### src/rtl/dcsk_mod_top.sv
// DCSK modulator: turns 32-bit information words into a serial chip stream.
// Each bit is sent as SF reference chips from a 16-bit LFSR, then SF data chips.
// The data chips repeat the reference when the bit is 1 and invert it when the bit is 0.
//
// Handshake: a word is taken on any rising edge where In_Valid and In_Ready are both 1.
// In_Ready is high in IDLE, and also on the final chip of a frame so frames can run
// back-to-back. In_Valid may be held high across frames; In_Data, In_Valid and
// Spread_Factor_Sel are ignored at every other time.
//
// Mod_Valid/Mod_Data/Frame_Done form an output-only stream with no backpressure.
// Position registers (state, bit_cnt, chip_cnt) always describe the chip that is
// currently on Mod_Data. Each edge works out the next position, then registers
// the chip for that position.
module dcsk_mod_top #(
  parameter logic [15:0] LFSR_SEED = 16'hACE1,
  parameter int          WORD_W    = 32
) (
  input  logic              Clk,
  input  logic              N_Rst,
  input  logic [WORD_W-1:0] In_Data,
  input  logic              In_Valid,
  output logic              In_Ready,
  input  logic [1:0]        Spread_Factor_Sel,
  output logic              Mod_Data,
  output logic              Mod_Valid,
  output logic              Frame_Done,
  output logic [1:0]        Dbg_State
);

  localparam int BIT_W = $clog2(WORD_W);
  localparam logic [BIT_W-1:0] LAST_BIT = BIT_W'(WORD_W - 1);

  typedef enum logic [1:0] {
    S_IDLE = 2'd0,
    S_REF  = 2'd1,
    S_DATA = 2'd2
  } state_e;

  state_e            state_q, state_d;
  logic [15:0]       lfsr_q, lfsr_d;
  logic [WORD_W-1:0] word_q, word_d;
  logic [3:0]        sf_last_q, sf_last_d;
  logic [3:0]        chip_cnt_q, chip_cnt_d;
  logic [BIT_W-1:0]  bit_cnt_q, bit_cnt_d;
  logic [15:0]       ref_sr_q, ref_sr_d;
  logic              mod_data_q, mod_data_d;
  logic              mod_valid_q, mod_valid_d;
  logic              frame_done_q, frame_done_d;

  logic [15:0] lfsr_adv;
  logic        chip_last;
  logic        bit_last;
  logic        frame_last;
  logic        accept;
  logic [3:0]  sel_last;

  // Shared decode: LFSR step, terminal counts, handshake and SF decode
  always_comb begin
    lfsr_adv   = {lfsr_q[0] ^ lfsr_q[2] ^ lfsr_q[3] ^ lfsr_q[5], lfsr_q[15:1]};
    chip_last  = (chip_cnt_q == sf_last_q);
    bit_last   = (bit_cnt_q == LAST_BIT);
    frame_last = (state_q == S_DATA) && chip_last && bit_last;
    In_Ready   = (state_q == S_IDLE) || frame_last;
    accept     = In_Valid && In_Ready;
    case (Spread_Factor_Sel)
      2'b00:   sel_last = 4'd1;
      2'b01:   sel_last = 4'd3;
      2'b10:   sel_last = 4'd7;
      default: sel_last = 4'd15;
    endcase
  end

  // Next chip position, then the registered chip value for that position
  always_comb begin
    state_d      = state_q;
    lfsr_d       = lfsr_q;
    word_d       = word_q;
    sf_last_d    = sf_last_q;
    chip_cnt_d   = chip_cnt_q;
    bit_cnt_d    = bit_cnt_q;
    ref_sr_d     = ref_sr_q;
    mod_data_d   = 1'b0;
    mod_valid_d  = 1'b0;
    frame_done_d = 1'b0;

    case (state_q)
      S_IDLE: begin
        if (accept) begin
          word_d     = In_Data;
          sf_last_d  = sel_last;
          bit_cnt_d  = '0;
          chip_cnt_d = '0;
          state_d    = S_REF;
        end
      end
      S_REF: begin
        if (chip_last) begin
          chip_cnt_d = '0;
          state_d    = S_DATA;
        end else begin
          chip_cnt_d = chip_cnt_q + 4'd1;
        end
      end
      S_DATA: begin
        if (!chip_last) begin
          chip_cnt_d = chip_cnt_q + 4'd1;
        end else if (!bit_last) begin
          word_d     = word_q << 1;
          bit_cnt_d  = bit_cnt_q + 1'b1;
          chip_cnt_d = '0;
          state_d    = S_REF;
        end else if (accept) begin
          word_d     = In_Data;
          sf_last_d  = sel_last;
          bit_cnt_d  = '0;
          chip_cnt_d = '0;
          state_d    = S_REF;
        end else begin
          chip_cnt_d = '0;
          bit_cnt_d  = '0;
          state_d    = S_IDLE;
        end
      end
      default: begin
        state_d = S_IDLE;
      end
    endcase

    // The chip for the next position: fresh chaos in REF, the stored reference in DATA
    if (state_d == S_REF) begin
      mod_valid_d          = 1'b1;
      mod_data_d           = lfsr_q[0];
      ref_sr_d[chip_cnt_d] = lfsr_q[0];
      lfsr_d               = lfsr_adv;
    end else if (state_d == S_DATA) begin
      mod_valid_d = 1'b1;
      mod_data_d  = ref_sr_q[chip_cnt_d] ^ ~word_d[WORD_W-1];
    end
    frame_done_d = (state_d == S_DATA) && (chip_cnt_d == sf_last_d) &&
                   (bit_cnt_d == LAST_BIT);
  end

  // State, datapath and registered outputs; reset aborts any frame in progress
  always_ff @(posedge Clk or negedge N_Rst) begin
    if (!N_Rst) begin
      state_q      <= S_IDLE;
      lfsr_q       <= LFSR_SEED;
      word_q       <= '0;
      sf_last_q    <= '0;
      chip_cnt_q   <= '0;
      bit_cnt_q    <= '0;
      ref_sr_q     <= '0;
      mod_data_q   <= 1'b0;
      mod_valid_q  <= 1'b0;
      frame_done_q <= 1'b0;
    end else begin
      state_q      <= state_d;
      lfsr_q       <= lfsr_d;
      word_q       <= word_d;
      sf_last_q    <= sf_last_d;
      chip_cnt_q   <= chip_cnt_d;
      bit_cnt_q    <= bit_cnt_d;
      ref_sr_q     <= ref_sr_d;
      mod_data_q   <= mod_data_d;
      mod_valid_q  <= mod_valid_d;
      frame_done_q <= frame_done_d;
    end
  end

  assign Mod_Data   = mod_data_q;
  assign Mod_Valid  = mod_valid_q;
  assign Frame_Done = frame_done_q;
  assign Dbg_State  = state_q;

endmodule

### config.mk
export PLATFORM = sky130hd
export DESIGN_NAME = dcsk_mod_top
export DESIGN_NICKNAME = d
export VERILOG_FILES = /design/src/rtl/dcsk_mod_top.sv
export SDC_FILE = /design/constraint.sdc
export NUM_CORES = 1
export LEC_CHECK = 0
export CAP_MARGIN = 20
export CORE_UTILIZATION = 60
export CTS_CLUSTER_SIZE = 25
export DETAILED_ROUTE_END_ITERATION = 16
export DONT_BUFFER_PORTS = 1
export PLACE_DENSITY = 0.78
export SETUP_SLACK_MARGIN = 0.05
export SLEW_MARGIN = 20
export SYNTH_ARGS = -nofsm -noshare
export SYNTH_HDL_FRONTEND = slang
export SYNTH_SLANG_ARGS = --single-unit
### constraint.sdc
create_clock -name Clk -period 4 [get_ports Clk]
set_input_delay 0.2 -clock Clk [delete_from_list [all_inputs] [get_ports Clk]]
set_output_delay 0.2 -clock Clk [all_outputs]
set_load 0.02 [all_outputs]
==> run summary <==
Core Region = 6490 µm²
Max Fclk = 305 MHz
Routed vias/inst = 6.22
Ranking of synthesized cells by area = dfrtp_1 (45%), a22oi_1 (5.6%), dfstp_2 (5.1%)
Resized Gates After CTS = 0
Synth Warn # = 0
RD Place Congestion = 0.858
Crit-path slowest cell = ha_1
Final WL = 8220 µm
Register share of total power = 37.5%
Synth async-reset ratio = 100%
First-pass GRT wire length = 14000 µm
Clock Sinks = 82
Syn-to-layout area delta = 6.91%
Setup CP Type = register to register
Initial Utilization = 63.8%
Proportion of power drawn by the clock network = 17.5%
CP endpoint kind = register
Final period util = 81.9%
Slew Limit Fails = 0
Power Density = 853 nW/µm²
Commonest non-fill, non-tap cell in the layout = dfrtp_1
Min cycle time layout = 3.28 ns
Tightest Hold Check Type = input port to register
WP data arrival = 3.53 ns
Total Die Area = 7250 µm²
Total Routing Usage GR = 25.2%
Cell variety after synth = 55
Slew @ Worst Pin = 0.745 ns
Number of global-route vias before repair = 2853
Top cell type's share of synthesized area = 44.7%
Syn Area/Cell = 10.4 µm²
Lkg Pwr = 1.95 nW
Top Family by Delay on Critical Path = simple AND/OR/NAND/NOR gates
Diodes inserted = 0
Post-place instance area = 4170 µm²
Hold Path Sink = word_q[0]$_DFFE_PN0P_
CP Max Fanout = 20
1st-pass router iterations = 5
Final antenna-violating net count = 0
Largest net degree at the start of global routing = 83
Internal = 2.24 mW
Die Height = 85.1 µm
Iteration-0 DRC Markers = 242
Crit-path cells = inv_1 > ha_1 > and2_1 > nand2_1 > a41o_1 > inv_1 > ha_1 > buf_4 > nand3_1 > nor2_1 > mux2_1
Logic pwr share = 45.0%
Seq/Total Area, Yosys = 49.7%
Detailed-route DRC error count = 0
Post-synth EDFFs = 0
Register bit count reported by yosys = 82
Worst Reg2Reg Path Length in Cells = 11
Syn Inst Count = 397
Skew-Pair Late Insertion Delay = 0.36 ns
Vias = 2934
RR Startpoint = Dbg_State[0]$_DFF_PN0_
MaxCap Viol Count = 0
Longest Clk Path Bufs = 2
GRT overflow = 0
Fin Clk Skew = 0.0102 ns
Setup Viol. Count Final = 0
Critical Path RT = 4.25 ns
CTS tree = yes
Average routed wire per standard cell = 17.4 µm
I/O pins = 43
Yosys top cell by area = dfrtp_1
Buffers on Ports = 0
Initial antenna violation count = 0
DPL Wire Length = 5470 µm
Die W = 85.1 µm
Max_slew headroom = 50.1%
Switching share of power = 40.7%
Fin Setup TNS = 0 ns
Reg-to-reg slack, setup = 0.72 ns
Clock slew at reported path FFs = 0.09 ns
Hold path depth = 1
H-tree depth = 3
Hold Fails Final Rpt = 0
Root Buffer = clkbuf_8
HP Start = In_Data[0]
Multi-input gate area = 1920 µm²
Most used DFF post-synth = dfrtp_1
Commonest non-fill, non-tap cells in the layout = dfrtp_1 (74), nand2_1 (51), o21ai_0 (34)
Nets = 436
Capture point of the worst reg-to-reg path = ref_sr_q[5]$_DFFE_PN0P_
Critical Path Max Stage Delay = 0.54 ns
Status = complete, no violations
Layout cell share with drive strength beyond 1 = 14.7%
Syn nets = 443
Worst Setup Start Kind = register
Num CTS Buffers = 9
Filler cells = 475
Netlist Area Pre-Place = 4150 µm²
Sw power = 1.54 mW
Cell row count = 29
Reg area = 2060 µm²
Unrepaired setup endpoints after global routing = no
CP bufs+invs = 3
Worst vdd ir = 0.000392 V
Post-route cell area = 4430 µm²
[synthesized netlist by cell type (3+ instances only)]
cell type	instances
a21oi_1	5
a22o_1	7
a22oi_1	31
buf_2	5
clkbuf_1	14
dfrtp_1	74
dfstp_2	8
ha_1	9
inv_1	14
mux2_1	17
mux2_2	16
mux2i_1	4
nand2_1	51
nand2b_1	4
nand3_1	9
nand4_1	4
nor2_1	25
nor2b_1	3
o21ai_0	34
o21ai_1	8
or2_1	3
xnor2_1	6
xnor2_2	4
[state kept, by name, summed over array words and instances, names as in the netlist]
name        flops
chip_cnt_q      4
lfsr_q         16
Mod_Valid       1
bit_cnt_q       5
Dbg_State       2
Frame_Done      1
sf_last_q       4
ref_sr_q       16
Mod_Data        1
word_q         32
[metrics by stage]
step | total power, mW | util (%) | instances | setup WS (ns) | hold slack [ns]
after floorplan | 2.79 | - | 397 | 0.941 | -0.0956
after global placement | 3.03 | 64.1 | 454 | 0.941 | -0.0937
after detailed placement | 3.10 | 64.2 | 454 | 0.872 | -0.0934
after CTS | 3.79 | 68.3 | 472 | 0.769 | 0.0138
after global routing | 4.07 | 68.3 | 472 | 0.514 | 0.0327
final | 3.78 | 68.3 | 472 | 0.723 | 0.0117
[area by class of cell]
cell class	count	share of cell area [%]
tap	77	2.17
inverter	16	1.38
clock inverter	3	0.988
timing repair buffer	6	1.52
sequential	82	46.5
clock buffer	13	4.04
multi-input combinational	275	43.4
[power by group through the flow]
| stage | Combinational (mW) | Clock (mW) | Sequential, mW |
|---|---|---|---|
| CTS | 1.71 | 0.666 | 1.42 |
| detailed placement | 1.67 | 0 | 1.43 |
| global route | 1.91 | 0.703 | 1.46 |
| global placement | 1.62 | 0 | 1.41 |
| floorplan | 1.44 | 0 | 1.35 |
| finish | 1.70 | 0.660 | 1.42 |
[kinds of logic (layout without fill, tap and decap cells)]
group                    Yosys count  count (layout)  share of synthesized area [%]
AO/OA/AOI/OAI                    107             107                           18.3
XOR/XNOR                          12              12                           3.26
adder cells (fa/ha/maj)            9               9                           2.72
buffers and inverters             40              38                           4.16
flip-flops                        82              82                           49.7
multiplexers                      37              37                           9.93
AND/OR/NAND/NOR                  110             110                           11.9
[worst max path at each step]
stage / startpoint / end / slack [ns] / depth (start not counted)
final: Dbg_State[0]$_DFF_PN0_ / ref_sr_q[5]$_DFFE_PN0P_ / 0.72 / 11
after global routing: Dbg_State[0]$_DFF_PN0_ / ref_sr_q[5]$_DFFE_PN0P_ / 0.51 / 11
after CTS: Dbg_State[0]$_DFF_PN0_ / ref_sr_q[5]$_DFFE_PN0P_ / 0.77 / 11
after detailed placement: Dbg_State[0]$_DFF_PN0_ / ref_sr_q[1]$_DFFE_PN0P_ / 0.87 / 11
after global placement: Dbg_State[0]$_DFF_PN0_ / ref_sr_q[1]$_DFFE_PN0P_ / 0.94 / 11
after floorplan: bit_cnt_q[0]$_DFF_PN0_ / lfsr_q[12]$_DFFE_PN0P_ / 0.94 / 12
[routing by layer]
| metal | up-vias | global-route usage, % | part of all wire, % |
|---|---|---|---|
| met5 | - | 0 | 0 |
| met4 | 0 | 11.2 | 1.8 |
| met3 | 13 | 5.25 | 4.9 |
| met2 | 67 | 39.5 | 48 |
| met1 | 1449 | 34.1 | 45 |
| li1 | 1405 | - | - |
[repair_timing]
action,in CTS,in global routing
buffers inserted,0,0
hold buffers,2,0
hold endpoints to repair,82,0
Note: power is estimated with default switching activity, not from simulation.
